===== src/rtl/ifddr_deser.sv =====
// DDR input capture and deserializer: samples one pad on both clock edges,
// re-times each rise/fall pair onto the rising edge and packs pairs into words.
module ifddr_deser #(
  parameter int DW = 8
) (
  input  logic          i_c,
  input  logic          i_clr,
  input  logic          i_ce,
  input  logic          i_d,
  input  logic          i_bitslip,
  output logic          o_q0,
  output logic          o_q1,
  output logic [DW-1:0] o_dout,
  output logic          o_valid
);

  localparam int PAIRS = DW / 2;
  localparam int CW = (PAIRS > 1) ? $clog2(PAIRS) : 1;
  localparam logic [CW-1:0] LAST = CW'(PAIRS - 1);

  logic          r_rise;
  logic          r_fall;
  logic          r_q0;
  logic          r_q1;
  logic          r_v1;
  logic          r_v2;
  logic          r_lock;
  logic [CW-1:0] r_cnt;
  logic [DW-3:0] r_sr;
  logic [DW-1:0] r_dout;
  logic          r_valid;

  logic          w_slipAccept;
  logic          w_shift;
  logic          w_wordDone;
  logic [DW-1:0] w_srNext;

  // Falling-edge half of the capture; only has half a cycle to reach r_q1.
  always_ff @(negedge i_c or posedge i_clr) begin
    if (i_clr) begin
      r_fall <= 1'b0;
    end else if (i_ce) begin
      r_fall <= i_d;
    end
  end

  // A slip consumes the edge's shift slot, so it also wins over word completion.
  assign w_slipAccept = i_ce & r_v2 & i_bitslip & ~r_lock;
  assign w_shift      = i_ce & r_v2 & ~w_slipAccept;
  assign w_wordDone   = w_shift & (r_cnt == LAST);
  assign w_srNext     = {r_sr, r_q0, r_q1};

  always_ff @(posedge i_c or posedge i_clr) begin
    if (i_clr) begin
      r_rise  <= 1'b0;
      r_q0    <= 1'b0;
      r_q1    <= 1'b0;
      r_v1    <= 1'b0;
      r_v2    <= 1'b0;
      r_lock  <= 1'b0;
      r_cnt   <= '0;
      r_sr    <= '0;
      r_dout  <= '0;
      r_valid <= 1'b0;
    end else if (i_ce) begin
      r_rise  <= i_d;
      r_q0    <= r_rise;
      r_q1    <= r_fall;
      r_v1    <= 1'b1;
      r_v2    <= r_v1;
      r_valid <= w_wordDone;
      if (w_slipAccept) begin
        r_lock <= 1'b1;
      end else if (w_shift) begin
        r_sr <= w_srNext[DW-3:0];
        if (r_cnt == LAST) begin
          r_cnt  <= '0;
          r_dout <= w_srNext;
          r_lock <= 1'b0;
        end else begin
          r_cnt <= r_cnt + CW'(1);
        end
      end
    end
  end

  assign o_q0    = r_q0;
  assign o_q1    = r_q1;
  assign o_dout  = r_dout;
  assign o_valid = r_valid;

endmodule


===== config.mk =====
export PLATFORM = sky130hd
export DESIGN_NAME = ifddr_deser
export DESIGN_NICKNAME = d
export VERILOG_FILES = /design/src/rtl/ifddr_deser.sv
export SDC_FILE = /design/constraint.sdc
export NUM_CORES = 1
export LEC_CHECK = 0
export ABC_AREA = 1
export BUFFER_PORTS_ARGS = -buffer_cell sky130_fd_sc_hd__clkbuf_2
export CAP_MARGIN = 20
export CORE_MARGIN = 2
export CORE_UTILIZATION = 58
export DETAILED_ROUTE_END_ITERATION = 16
export GPL_TIMING_DRIVEN = 0
export PLACE_DENSITY = 0.9
export SETUP_SLACK_MARGIN = 0.05
export SYNTH_ARGS = -nofsm -noshare
export SYNTH_HDL_FRONTEND = slang
export SYNTH_SLANG_ARGS = --single-unit

===== constraint.sdc =====
create_clock -name i_c -period 2.55 [get_ports i_c]
set_input_delay 0.255 -clock i_c [delete_from_list [all_inputs] [get_ports i_c]]
set_output_delay 0.255 -clock i_c [all_outputs]
set_load 0.05 [all_outputs]

==> results of run 1 <==
worst max-delay path, cell delays in order, from the launching register on:
cell and delay (ps):
dfrtn_1 430, nand2_1 50, o21ai_0 60
cells by family (layout without fill, tap and decap cells):
family          count (synthesis)  count (layout)  share of synthesized area [%]
fa+ha+maj                       1               1                          1.219
flops                          24              24                          58.54
simple gates                   59              59                          27.68
buf+inv                        12              31                          8.049
compound gates                  7               7                          4.513
Yosys cell counts:
library cell  count  share of area, %
or2_2             1              0.61
clkbuf_8          1               1.3
dfrtp_1          23                56
nand3_4           1               1.7
inv_1             7               2.6
dfrtn_1           1               2.4
nand2_2           4               2.4
nand4_1           8               4.9
o21ai_2           3               2.6
nand3_1           5               2.4
nand2_4           1               1.1
o21ai_0           4               2.0
buf_6             3               3.3
ha_1              1               1.2
and2_1            1              0.61
clkinv_4          1              0.85
nand2_1          38                14
final cells by class:
class / count / area, um2 / share of cell area, %
Multi-Input combinational cell: 67 / 342.8 / 29.59
Sequential cell: 24 / 600.6 / 51.84
Timing Repair Buffer: 15 / 75.07 / 6.479
Clock buffer: 4 / 36.28 / 3.132
Buffer: 4 / 47.55 / 4.104
Tap cell: 17 / 21.27 / 1.836
Inverter: 8 / 35.03 / 3.024
worst max path at each step:
stage               startpoint  endpoint  slack [ps]
floorplan                i_clr    r_fall         640
global placement         i_clr    r_fall         350
detailed placement       i_clr    r_fall         320
CTS                     r_fall      o_q1         660
global route             i_clr    r_fall         550
finish                  r_fall      o_q1         670
metal layers:
layer | vias to the layer above | GRT usage [%]
met5 | - | 0
met4 | 0 | 8.571
met3 | 5 | 5.882
met1 | 350 | 24.30
met2 | 12 | 32.22
li1 | 372 | -
power groups by stage:
| stage | clock, mW | combinational (mW) | sequential (mW) |
|---|---|---|---|
| floorplan | 0 | 0.213 | 0.734 |
| global placement | 0 | 0.484 | 0.555 |
| detailed placement | 0 | 0.495 | 0.563 |
| CTS | 0.206 | 0.499 | 0.554 |
| global route | 0.221 | 0.539 | 0.568 |
| finish | 0.203 | 0.494 | 0.554 |
registers in the layout, indices dropped and copies added (netlist names):
| signal | count |
|---|---|
| o_q0 | 1 |
| o_q1 | 1 |
| o_dout | 8 |
| r_lock | 1 |
| r_v1 | 1 |
| r_v2 | 1 |
| o_valid | 1 |
| r_fall | 1 |
| r_cnt | 2 |
| r_sr | 6 |
| r_rise | 1 |
per-stage QoR:
| step | std cells | hold WS [ps] | setup WS (ps) |
|---|---|---|---|
| 2_1_floorplan | 103 | 269.6 | 638.3 |
| 3_3_place_gp | 135 | 418.3 | 345.9 |
| 3_5_place_dp | 135 | 427.9 | 317.2 |
| 4_1_cts | 139 | 107.5 | 663.2 |
| 5_1_grt | 139 | 152.0 | 554.7 |
| 6_report | 139 | 67.30 | 672.5 |
cells in the final DEF (no fill, tap or decap):
master and instances:
clkbuf_8 2, nand2_1 38, clkbuf_4 3, clkbuf_2 15, dfrtn_1 1, or2_2 1
nand4_1 8, nand3_1 5, nand3_4 1, inv_1 7, and2_1 1, o21ai_0 4
clkinv_4 1, nand2_4 1, dfrtp_1 23, ha_1 1, o21ai_2 3, buf_6 3
nand2_2 4
==> metrics.cfg, run 1 <==
[layout]
fillers=136
syn_to_final_growth_pct=12.93
n_antenna_cell=0
fin_area_um2=1159
nNetsFinal=129
drive_gt1_share_pct=27.87
utilization_pct=68.59

[clocking]
cts_repair_resize_count=0
cts_root_buf=clkbuf_4
hold_buffers=0
cts_buffer_depth=2
cts_setup_buffers=0
clk_pin_slew_ps=130
clkLatencyLatePin_ps=330
htreeDepth=1
tritoncts=done
cts_made_buffers=3
cts.sinks=24

[synth]
syn_avg_cell_area_um2=9.961
netlist_area_um2=1026
ys_ff_latch=24
ys_types=17
synth_nets=109
postSynthCellCount=103
ys_seq_area_share_pct=58.54
yosysWarningCount=0

[floorplan]
io_pins=16
dieArea_um2=2122
core_um2=1689
die_height_um=46.06
die_w_um=46.06
placementRows=15
start_util_pct=60.74

[placed_design]
io_buffers=15
place_congestion=0.7908
hpwl_mm=1.222
placed_area_um2=1122

[pwr]
p_int_mw=0.7155
combinationalPowerShare_pct=39.5
ir_worst_vdd_mv=0.6342
power.share.switching_pct=42.84
leakage_nw=0.6411
pwr_density_cell_nw_per_um2=1080
clkPwrFrac_pct=16.3
pwr-share-seq_pct=44.3
p_total_mw=1.252
p_switching_mw=0.5363

[drt]
ant_nets=0
wl_per_cell_um=12.43
wl_mm=1.728
wl_met1_um=797
firstDrtPassIters=4
highest_layer=met4
drtIter0Drc=19
route.met2.wl_um=839
route.met3.wl_um=55
vias_per_cell=5.317
drcViolationCount=0
vias=739

[critical_path]
cp-start-kind=flip-flop
rrSetupSlack_ps=670
worst_setup_path_end_kind=flip-flop
r2r-start=r_fall
path_class=flip-flop to flip-flop
crit_fanout=2
crit_arrival_ps=2130
r2r_end=o_q1
crit_required_ps=2800
rr_worst_depth=2

[grt]
grt_first_pass_wirelength_mm=2.904
antenna_found_initial=0
grtUsageTotal_pct=19.82
grt_pass1_vias=677
grt_overflow_total=0
grt_max_degree=25

[outcome]
status=finished, final reports clean

[timing]
finalSetupViolCount=0
setup_tns_ps=0
rsz0062_at_grt=no
worstMarginPinSlew_ps=870.2
finalHoldViolations=0
slew_violations=0
relSlewSlack_pct=41.92
fin_skew_ps=9.707

[hold_path]
hold_path.class=primary input to asynchronous set/reset pin

[run]
maxCapViolations=0

Power figures use the tool's default switching activity.
==> run 2: changes to the inputs <==
ABC_AREA = 0   (was 1)
CORE_UTILIZATION = 53   (was 58)
PLACE_DENSITY = 0.85   (was 0.9)
clock period = 1.93 ns   (was 2.55 ns; I/O delays follow)
==> run 2 against run 1 <==
- sequential power up 44%
- critical path depth down 1
- clock power up 72%
- largest power group is now combinational cells
- largest cell class unchanged
- die area up 3.0%
- wire length down 22%
- combinational power up 63%
- count of clock-buffer cells in the layout down 1
- via count down 32%
- critical endpoint unchanged
- first-iteration DRC count down 84%
- clock skew up 2.8 ps
- global-route usage down 4.7 points
- total power up 56%
==> metrics.cfg, run 2 <==
[pwr]
leakage_nw=0.5457
p_switching_mw=0.7437
p_int_mw=1.206
p_total_mw=1.950
pwr-share-seq_pct=40.8
combinationalPowerShare_pct=41.3
clkPwrFrac_pct=18.0
pwr_density_cell_nw_per_um2=1738
power.share.switching_pct=38.14
ir_worst_vdd_mv=0.8724

[synth]
synth_nets=68
synth_mux_area_share_pct=25.19
synth.most_common_cell=dfrtp_1
ys_types=16
synth-simple-area-share_pct=4.910
postSynthCellCount=62
ys_seq_area_share_pct=62.02
ys_top_cells_by_area=dfrtp_1 59%, mux2_2 13%, mux2_4 12%, dfrtn_1 2.6%, buf_6 2.3%
synthXorXnorAreaFrac_pct=0
yosysWarningCount=0
async_reset_ff_share_pct=100.0
synth_common_cells=23 x dfrtp_1, 11 x mux2_2, 8 x mux2_4
synthFlopType=dfrtp_1
syn_avg_cell_area_um2=15.62
synth_fa_ha_area_share_pct=1.292
synth_area_leader_cell=dfrtp_1
synth_top_family_by_area=multiplexers
netlist_area_um2=968.4
synth-compound-area-share_pct=2.713
synth-edff-count=0
yosys.area.top_type_share_pct=59.43
ys_ff_latch=24

[critical_path]
cp-start-kind=flip-flop
r2r_end=o_q1
crit_chain=mux2_2
worst_setup_path_end_kind=flip-flop
cp_num_buf_inv=0
rr_worst_depth=1
path_class=flip-flop to flip-flop
crit_fanout=2
r2r-start=r_fall
slowest_delay_ps=360
rrSetupSlack_ps=250
cp_top_family=flip-flops
crit_arrival_ps=1890
crit_required_ps=2140
slowest_stage=dfrtn_1

[layout]
mostFrequentLayoutCell=dfrtp_1
n_antenna_cell=0
nNetsFinal=87
fillers=139
fin_area_um2=1122
syn_to_final_growth_pct=15.89
instances_no_fill=105
drive_gt1_share_pct=53.75
largest_reg_flops=8
mostFrequentLayoutCells=23 x dfrtp_1, 14 x clkbuf_2, 11 x mux2_2
ff_latch_area_um2=600.6
multi_input_area_um2=330.3

[floorplan]
die_w_um=46.75
die_height_um=46.75
io_pins=16
start_util_pct=56.09
placementRows=15
dieArea_um2=2185
core_um2=1727

[timing]
worstMarginPinSlew_ps=863.6
finalHoldViolations=0
finalSetupViolCount=0
slew_violations=0
setup_tns_ps=0
rsz0062_at_grt=no
holdWs_ps=19.21
fin_skew_ps=12.55
relSlewSlack_pct=42.36

[drt]
ant_nets=0
drcViolationCount=0
firstDrtPassIters=2
drtIter0Drc=3
wl_per_cell_um=12.78
vias=505
wl_mm=1.342
vias_per_cell=4.810

[clocking]
tritoncts=done
clkLatencyLatePin_ps=310
clk_pin_slew_ps=130
cts_setup_buffers=0
htreeDepth=1
hold_buffers=0
cts_repair_resize_count=0
cts_made_buffers=3
cts_buffer_depth=2
cts_root_buf=clkbuf_4
cts.sinks=24

[grt]
grt_pass1_vias=495
grt_max_degree=25
grtUsageTotal_pct=15.16
grt_first_pass_wirelength_mm=2.187
grt_overflow_total=0
antenna_found_initial=0

[placed_design]
place_congestion=0.6966
hpwl_um=934.9
place_inst=101
io_buffers=14
placed_area_um2=1070

[hold_path]
hold_path.class=primary input to asynchronous set/reset pin

[run]
maxCapViolations=0

[outcome]
status=finished, final reports clean

==> run 2: cell types whose count changed after synthesis, moves of 2 or more <==
cell	delta
nand2_1	-37
nand4_1	-8
nand3_1	-5
inv_1	-3
o21ai_2	-3
and2_4	+2
mux2_4	+8
mux2_2	+11
nand2_2	-4
==> run 2: power groups by stage <==
stage	registers, mW	logic [mW]	clock network [mW]
2_1_floorplan	1.12	0.331	0
3_3_place_gp	0.795	0.794	0
3_5_place_dp	0.807	0.812	0
4_1_cts	0.798	0.815	0.365
5_1_grt	0.821	0.855	0.385
6_report	0.795	0.805	0.350
==> run 2: worst max path at each step <==
stage | from | depth (start not counted) | slack (ps) | to
CTS | r_fall | 1 | 250 | o_q1
global placement | i_clr | 2 | 120 | r_fall
global route | r_fall | 1 | 240 | o_q1
detailed placement | i_clr | 2 | 80 | r_fall
floorplan | r_fall | 1 | 280 | o_q1
finish | r_fall | 1 | 250 | o_q1
==> run 2: cells by family after synthesis <==
kind of cell / count (synthesis)
AO/OA/AOI/OAI: 5
adder cells (fa/ha/maj): 1
buffers and inverters: 6
flip-flops: 24
multiplexers: 19
AND/OR/NAND/NOR: 7
==> run 2: routing by layer <==
metal / routed length [um] / GRT usage (%) / vias to the layer above
met5: 0 / 0 / -
met4: 14 / 6.667 / 0
met3: 71 / 6.923 / 2
met2: 633 / 22.78 / 15
met1: 623 / 19.00 / 240
li1: - / - / 248
==> run 2: metrics by stage <==
| stage | utilization (%) | setup slack, ps |
|---|---|---|
| 2_1_floorplan | - | 277.5 |
| 3_3_place_gp | 61.96 | 117.6 |
| 3_5_place_dp | 61.96 | 78.80 |
| 4_1_cts | 65.00 | 254.7 |
| 5_1_grt | 65.00 | 241.5 |
| 6_report | 65.00 | 251.9 |
==> run 2: cell type report <==
cell class              instances  area share [%]
flip-flops and latches         24           53.51
multi-input cells              32           29.43
repair buffers                 14           6.243
well taps                      25           2.787
clock inverters                 1           2.676
clock buffers                   3           2.007
plain buffers                   2           2.007
inverters                       4           1.338
==> run 3: changes to the inputs <==
PLACE_DENSITY = default   (was 0.85)
PLACE_DENSITY_LB_ADDON = 0.2   (was default)
==> run 3 against run 2 <==
- utilization fell by 0.94 points
- wire length down 11%
- clock power down 28%
- via count up 0.20%
- critical path depth did not move
- clock skew shrank 7.4 ps
- worst hold slack better by 6.5 ps
- critical path type unchanged
- critical endpoint unchanged
==> metrics.cfg, run 3 (synthesized netlist as in run 2, its figures left out) <==
[outcome]
status=finished, final reports clean

[critical_path]
slowest_stage=dfrtn_1
cp_num_buf_inv=0
worst_setup_path_end_kind=flip-flop
cp_top_family=flip-flops
cp-start-kind=flip-flop
slowest_delay_ps=350
path_class=flip-flop to flip-flop
r2r-start=r_fall
crit_chain=mux2_2
crit_arrival_ps=1870
crit_fanout=2
cp-startpoint=r_fall
crit_required_ps=2130

[grt]
grt_max_degree=25
grt_use_met1_pct=17.28
grt_overflow_total=0
gr-max-usage-layer=met2
grt_first_pass_wirelength_mm=2.035
grt_pass1_vias=487
met2_usage_pct=21.67
grt.met3_usage_pct=3.462
antenna_found_initial=0
grtUsageTotal_pct=13.33

[drt]
firstDrtPassIters=2
wl_mm=1.199
drtIter0Drc=2
wl_per_cell_um=11.42
vias=506
drcViolationCount=0
vias_per_cell=4.819
ant_nets=0

[clocking]
htreeDepth=1
cts_repair_resize_count=0
clkLatencyLatePin_ps=300
cts_root_buf=clkbuf_4
cts_made_buffers=3
tritoncts=done
clk_pin_slew_ps=130
cts_buffer_depth=2
hold_buffers=0
cts_setup_buffers=0
cts.sinks=24

[timing]
setup_tns_ps=0
slew_violations=0
rsz0062_at_grt=no
relSlewSlack_pct=43.27
fin_skew_ps=5.146
holdWs_ps=25.74
worstMarginPinSlew_ps=850.0
finalHoldViolations=0
finalSetupViolCount=0

[layout]
largest_reg_flops=8
nNetsFinal=87
mostFrequentLayoutCell=dfrtp_1
n_antenna_cell=0
syn_to_final_growth_pct=14.21
mostFrequentLayoutCells=23 x dfrtp_1, 14 x clkbuf_2, 11 x mux2_2
drive_gt1_share_pct=53.75
instances_no_fill=105

[floorplan]
die_height_um=46.75
dieArea_um2=2185
start_util_pct=56.09
placementRows=15
io_pins=16
core_um2=1727
die_w_um=46.75

[hold_path]
hold_path.class=primary input to asynchronous set/reset pin

[placed_design]
place_congestion=0.7091
io_buffers=14
place_inst=101
hpwl_um=867.8

[pwr]
leakage_nw=0.5388
p_total_mw=1.844
ir_worst_vdd_mv=0.7280
pwr_density_cell_nw_per_um2=1667

[run]
maxCapViolations=0

## run 3: changes by cell type in the layout (fill, tap and decap cells not counted)
cell,previous run,this run
clkbuf_8,0,1
bufinv_16,1,0
## run 3: final cells by class
type                    count  area, um2
fillers                   149      620.6
plain buffers               2      22.52
clock buffers               4      36.28
repair buffers             14      70.07
inverters                   4      15.01
multi-input cells          32      330.3
well taps                  25      31.28
flip-flops and latches     24      600.6
## run 3: worst paths after layout
check / endpoint / slack [ps] / cells after the start
worst max-delay path: o_q1 / 260 / 1
worst min-delay path: r_sr[5] / 30 / 2
worst max register to register: o_q1 / 260 / 1
worst min register to register: r_lock / 480 / 1
max in group asynchronous: r_fall / 500 / 2
min in group i_c: o_valid / 110 / 2
## run 3: per-stage QoR
stage	utilization (%)	setup WS [ps]	instance area, um2
after global routing	64.06	240.9	1106
after CTS	64.06	258.5	1106
after detailed placement	61.96	83.88	1070
final	64.06	259.4	1106
after global placement	61.96	78.43	1070
after floorplan	-	277.5	968.4
## run 3: layer usage
layer,part of all wire [%],wire length [um]
met3,3.4,41
met2,46,554
met5,0,0
met4,0.50,6
met1,50,597
## run 3: report_power, final
group          switching [mW]  leakage [nW]  internal, mW
Sequential              0.105         0.285         0.687
Clock                   0.138        0.0210         0.115
Combinational           0.489         0.233         0.310
